File: config.mk
export PLATFORM = sky130hd
export DESIGN_NAME = mem_stage_pipe
export DESIGN_NICKNAME = d
export VERILOG_FILES = /design/src/rtl/mem_stage_pipe.sv
export SDC_FILE = /design/constraint.sdc
export NUM_CORES = 2
export LEC_CHECK = 0
export ABC_AREA = 1
export CORE_MARGIN = 5
export CORE_UTILIZATION = 40
export DETAILED_ROUTE_END_ITERATION = 10
export HOLD_SLACK_MARGIN = 0.15
export RECOVER_POWER = 25
export SLEW_MARGIN = 15
export SYNTH_ARGS = -nofsm -noshare
export SYNTH_HDL_FRONTEND = slang
export SYNTH_SLANG_ARGS = --single-unit
export TNS_END_PERCENT = 1
File: constraint.sdc
create_clock -name clk -period 5.3 [get_ports clk]
set_clock_uncertainty 0.05 [all_clocks]
set_input_delay 1.06 -clock clk [delete_from_list [all_inputs] [get_ports clk]]
set_output_delay 1.06 -clock clk [all_outputs]
set_load 0.01 [all_outputs]
File: src/rtl/mem_stage_pipe.sv
// Pipelined memory stage: stage-A op register feeding a RAM access and PC resolve,
// then an output register with valid/ready backpressure and saturating ld/st counters.
module mem_stage_pipe #(
    parameter int DW    = 8,
    parameter int AW    = 8,
    parameter int PW    = 8,
    parameter int DEPTH = 256,
    parameter int CW    = 16
) (
    input  logic          clk,
    input  logic          rst_n,
    input  logic          in_valid,
    output logic          in_ready,
    input  logic [PW-1:0] pc_inc,
    input  logic [PW-1:0] pc_alu,
    input  logic [AW-1:0] addr,
    input  logic [DW-1:0] wdata,
    input  logic          pcsrc,
    input  logic          mem_wr,
    input  logic          mem_rd,
    output logic          out_valid,
    input  logic          out_ready,
    output logic [PW-1:0] pc_out,
    output logic [DW-1:0] rd_data,
    output logic [DW-1:0] alu_out,
    output logic          addr_err,
    output logic [CW-1:0] ld_count,
    output logic [CW-1:0] st_count
);
    localparam int IW = (DEPTH > 1) ? $clog2(DEPTH) : 1;

    typedef struct packed {
        logic [PW-1:0] pc_inc;
        logic [PW-1:0] pc_alu;
        logic [AW-1:0] addr;
        logic [DW-1:0] wdata;
        logic          pcsrc;
        logic          mem_wr;
        logic          mem_rd;
    } op_t;

    typedef struct packed {
        logic [PW-1:0] pc;
        logic [DW-1:0] rd_data;
        logic [DW-1:0] alu;
        logic          addr_err;
    } res_t;

    // vld_pipe[0] = stage A valid, vld_pipe[1] = output valid
    logic [1:0]    vld_pipe;
    op_t           op_a;
    res_t          res_q, res_d;
    logic [DW-1:0] ram [DEPTH];

    logic          stall, adv, oor_a, rd_hit, wr_hit;
    logic [IW-1:0] idx_a;

    assign stall    = vld_pipe[1] & ~out_ready;
    assign adv      = ~stall;
    assign in_ready = ~stall;

    // Widen by one bit so DEPTH == 2**AW is representable.
    assign oor_a  = ({1'b0, op_a.addr} >= (AW+1)'(DEPTH));
    assign idx_a  = op_a.addr[IW-1:0];
    assign rd_hit = adv & vld_pipe[0] & op_a.mem_rd & ~oor_a;
    assign wr_hit = adv & vld_pipe[0] & op_a.mem_wr & ~oor_a;

    always_comb begin
        res_d          = '0;
        res_d.pc       = op_a.pcsrc ? op_a.pc_alu : op_a.pc_inc;
        res_d.alu      = DW'(op_a.addr);
        res_d.addr_err = oor_a & (op_a.mem_rd | op_a.mem_wr);
        // Read is combinational, so a simultaneous store returns the old word.
        res_d.rd_data  = (op_a.mem_rd & ~oor_a) ? ram[idx_a] : '0;
    end

    always_ff @(posedge clk or negedge rst_n) begin
        if (!rst_n) begin
            vld_pipe <= '0;
            op_a     <= '0;
            res_q    <= '0;
        end else if (adv) begin
            vld_pipe <= {vld_pipe[0], in_valid};
            op_a     <= '{pc_inc: pc_inc, pc_alu: pc_alu, addr: addr, wdata: wdata,
                          pcsrc: pcsrc, mem_wr: mem_wr, mem_rd: mem_rd};
            // Bubbles leave the previous result fields untouched.
            if (vld_pipe[0])
                res_q <= res_d;
        end
    end

    always_ff @(posedge clk or negedge rst_n) begin
        if (!rst_n) begin
            for (int i = 0; i < DEPTH; i++)
                ram[i] <= '0;
        end else if (wr_hit) begin
            ram[idx_a] <= op_a.wdata;
        end
    end

    always_ff @(posedge clk or negedge rst_n) begin
        if (!rst_n) begin
            ld_count <= '0;
            st_count <= '0;
        end else begin
            if (rd_hit && ld_count != '1)
                ld_count <= ld_count + 1'b1;
            if (wr_hit && st_count != '1)
                st_count <= st_count + 1'b1;
        end
    end

    assign out_valid = vld_pipe[1];
    assign pc_out    = res_q.pc;
    assign rd_data   = res_q.rd_data;
    assign alu_out   = res_q.alu;
    assign addr_err  = res_q.addr_err;

endmodule
==> run metrics <==
unrepaired setup endpoints after global routing=no; Total Routing Usage GR=0.2375; Sw Ratio=0.2819; Initial Util=0.4016; leading area contributor after synthesis=dfrtp_1; clk slew on worst S/H paths=0.06 ns; Placed Area=102000 µm²; NetSw=10.68 mW; post-layout net count=12.61k; Residual DRC=0; Core Rows=182; first-pass GRT wire length=481.0 mm; Area contributors post-synth=dfrtp_1, nand2_1, o21ai_0; port buffer count=96; setup_tns=0 ns; drt total wl=309.7 mm; static leakage=54.30 nW; clock group share of total power=0.424; Mapped Avg Cell Area=7.606 µm²; Synth Area in Adders=0.0002536; fin util=0.4449; most common cell after layout, fill and taps aside=nand2_1; share of cells above drive strength 1=0.05266; total of max-cap violations=14; crit share post-route=0.8234; Post-Place Setup Slack=0.9619 ns; CTS tree=built; Routed Antenna Nets=0; Final HPWL DP=179.4 mm; Slew Limit Fails=927; VDD IR max=0.0002939 V; Min-Delay Path Class=flop to flop; Yosys cell types=34; height of the die=506.7 µm; Cells after Synth=12.97k; Pint=27.21 mW; area of the mapped netlist=98680 µm²; Iteration-0 DRC Markers=8721; reg-to-reg slack, setup=1.14 ns; status=complete, but fails checks; Synth Area in Compound Gates=0.1156; vias=82.83k; number of global-route vias before repair=77.74k; Synth warnings=0; CP max stage delay=0.90 ns; worst-path fanout max=18; largest delay contributor family on the critical path=buffers and inverters; Tot Pwr=37.90 mW; Fin. Hold Viols=0; fmax=229.1 MHz; GP Congestion=0.8138; clock latency on the worst-skew pair=0.88 ns; global route total overflow=0; Post-Layout Inst Area=109300 µm²; DR pass1 iterations=6; initial antenna violation count=8; failing checks=capacitance limit, slew limit; Setup-failing EPs final=0; largest net degree at the start of global routing=168; largest family of logic cells by synthesized area=simple AND/OR/NAND/NOR gates; Post-Synth XOR/XNOR Area=0.002574; WHS=0.4270 ns; Worst Path Arrival=3.25 ns; Non-Filler Instances=15.96k; commonest cells after routing, fill and taps aside=nand2_1, dfrtp_1, o21ai_0; Seq pwr share=0.459; Worst Path Required=4.19 ns; placed insts=15.56k; Synth top area share=0.5429; post-synthesis register bit count=2141; sequential-to-total area share from yosys stat=0.5429; core area=245700 µm²; Area growth syn-to-layout=10.77%; root buffer cell=clkbuf_16; Longest Clk Path Bufs=3; Chip Width=506.7 µm; TritonCTS buffer count=223; Slew headroom=-0.7823; slowest CP cell=nor2_1; Synth Area in Simple Gates=0.2967; CP endpoint kind=output pin; crit-path cells=dlygate4sd3_1 > nor2_1 > clkinv_1 > clkdlybuf4s50_1; Worst-Margin Slew=2.673 ns; total die area=256700 µm²; IO Pins=98; Via density=5.189; CP Buf/Inv Count=3; CP Class=input port to output pin; logic gate share of total power=0.117; Startpoint Class=input port; CTS sink count=2141; setup ws final=0.9359 ns; Tmin final=4.364 ns; syn nets=13.01k; post-synthesis mux area share=0.0001141; H-tree depth=4; post-DR wirelength/cell=19.40 µm; power per standard cell area=346.7 nW/µm²
state kept, by name, summed over array words and instances, names as in the netlist:
register,cells
ld_count,16
vld_pipe,2
st_count,16
rd_data,8
pc_out,8
ram,2048
alu_out,8
idx_a,8
op_a,27
final cells by class:
cell class              count  area (µm²)
fillers                 24770      136400
flip-flops and latches   2141       53580
multi-input cells        9867       41070
clock buffers             336        6620
well taps                3220        4029
repair buffers            282        2930
clock inverters            66       802.0
inverters                  49       271.5
diodes                      2       5.005
synthesized netlist by cell type:
cell,instances
clkbuf_1,645
nor2_2,18
xnor2_1,11
nor2_1,130
inv_2,5
nand3_2,1
buf_6,28
o21ai_0,2068
inv_4,1
dfrtp_1,2141
nor3_1,8
nand2_4,40
nand4_1,4
nand3_1,198
a21oi_1,41
nand2_1,7088
a31oi_1,8
nor3_2,3
nor4_1,2
buf_4,14
buf_2,188
nor2_4,1
o21ai_1,160
nand2_2,56
ha_1,2
mux2_2,1
buf_1,41
inv_1,42
conb_1,1
nor2_8,2
or2_2,1
nor4_4,5
clkinv_1,1
xor2_1,18
layer usage:
metal  part of all wire  routed length [µm]  track usage
met5           0.000039                  12            0
met3              0.060               18560      0.03189
met4              0.031                9553      0.07396
met1               0.46              141900       0.3420
met2               0.45              139600       0.3736
power groups by stage:
| stage | combinational [mW] | clock [mW] | sequential [mW] |
|---|---|---|---|
| after floorplan | 2.36 | 0 | 17.6 |
| after global placement | 4.44 | 0 | 17.7 |
| after detailed placement | 4.47 | 0 | 17.7 |
| after CTS | 4.48 | 16.3 | 17.4 |
| after global routing | 4.83 | 17.0 | 17.5 |
| final | 4.44 | 16.1 | 17.4 |
cell families after synthesis:
logic type | count (synthesis)
adders and majority gates | 2
muxes | 1
other | 1
AOI/OAI and AO/OA | 2277
DFF | 2141
buffers and inverters | 965
and+or+nand+nor | 7557
xor gates and xnor gates | 29
final timing paths:
kind | start | endpoint | depth (start not counted)
min in group asynchronous | rst_n | ram[1603] | 2
worst max-delay path | out_ready | in_ready | 4
max in group asynchronous | rst_n | idx_a[1] | 4
worst max register to register | idx_a[2] | rd_data[1] | 13
worst min-delay path | op_a[21] | op_a[21] | 2
worst min register to register | op_a[21] | op_a[21] | 2
repair_timing:
action / 4_1_cts / 5_1_grt
hold buffers: 1 / 0
resized for setup: 0 / 0
endpoints found under the setup margin: 0 / 0
endpoints found under the hold margin: 45 / 0
buffers inserted: 0 / 0
worst register-to-register path, cell delays in order (launching register included):
cell	delay (ns)
dfrtp_1	0.80
nand2_2	0.30
inv_4	0.86
buf_4	0.51
nand2_1	0.09
nand2_1	0.07
o21ai_0	0.16
nand2_1	0.29
nor2_1	0.12
nor2_1	0.38
nor2_1	0.09
nand2_1	0.11
nand2_1	0.16
nand2_1	0.10
No activity file was read; power rests on OpenSTA's default activity.
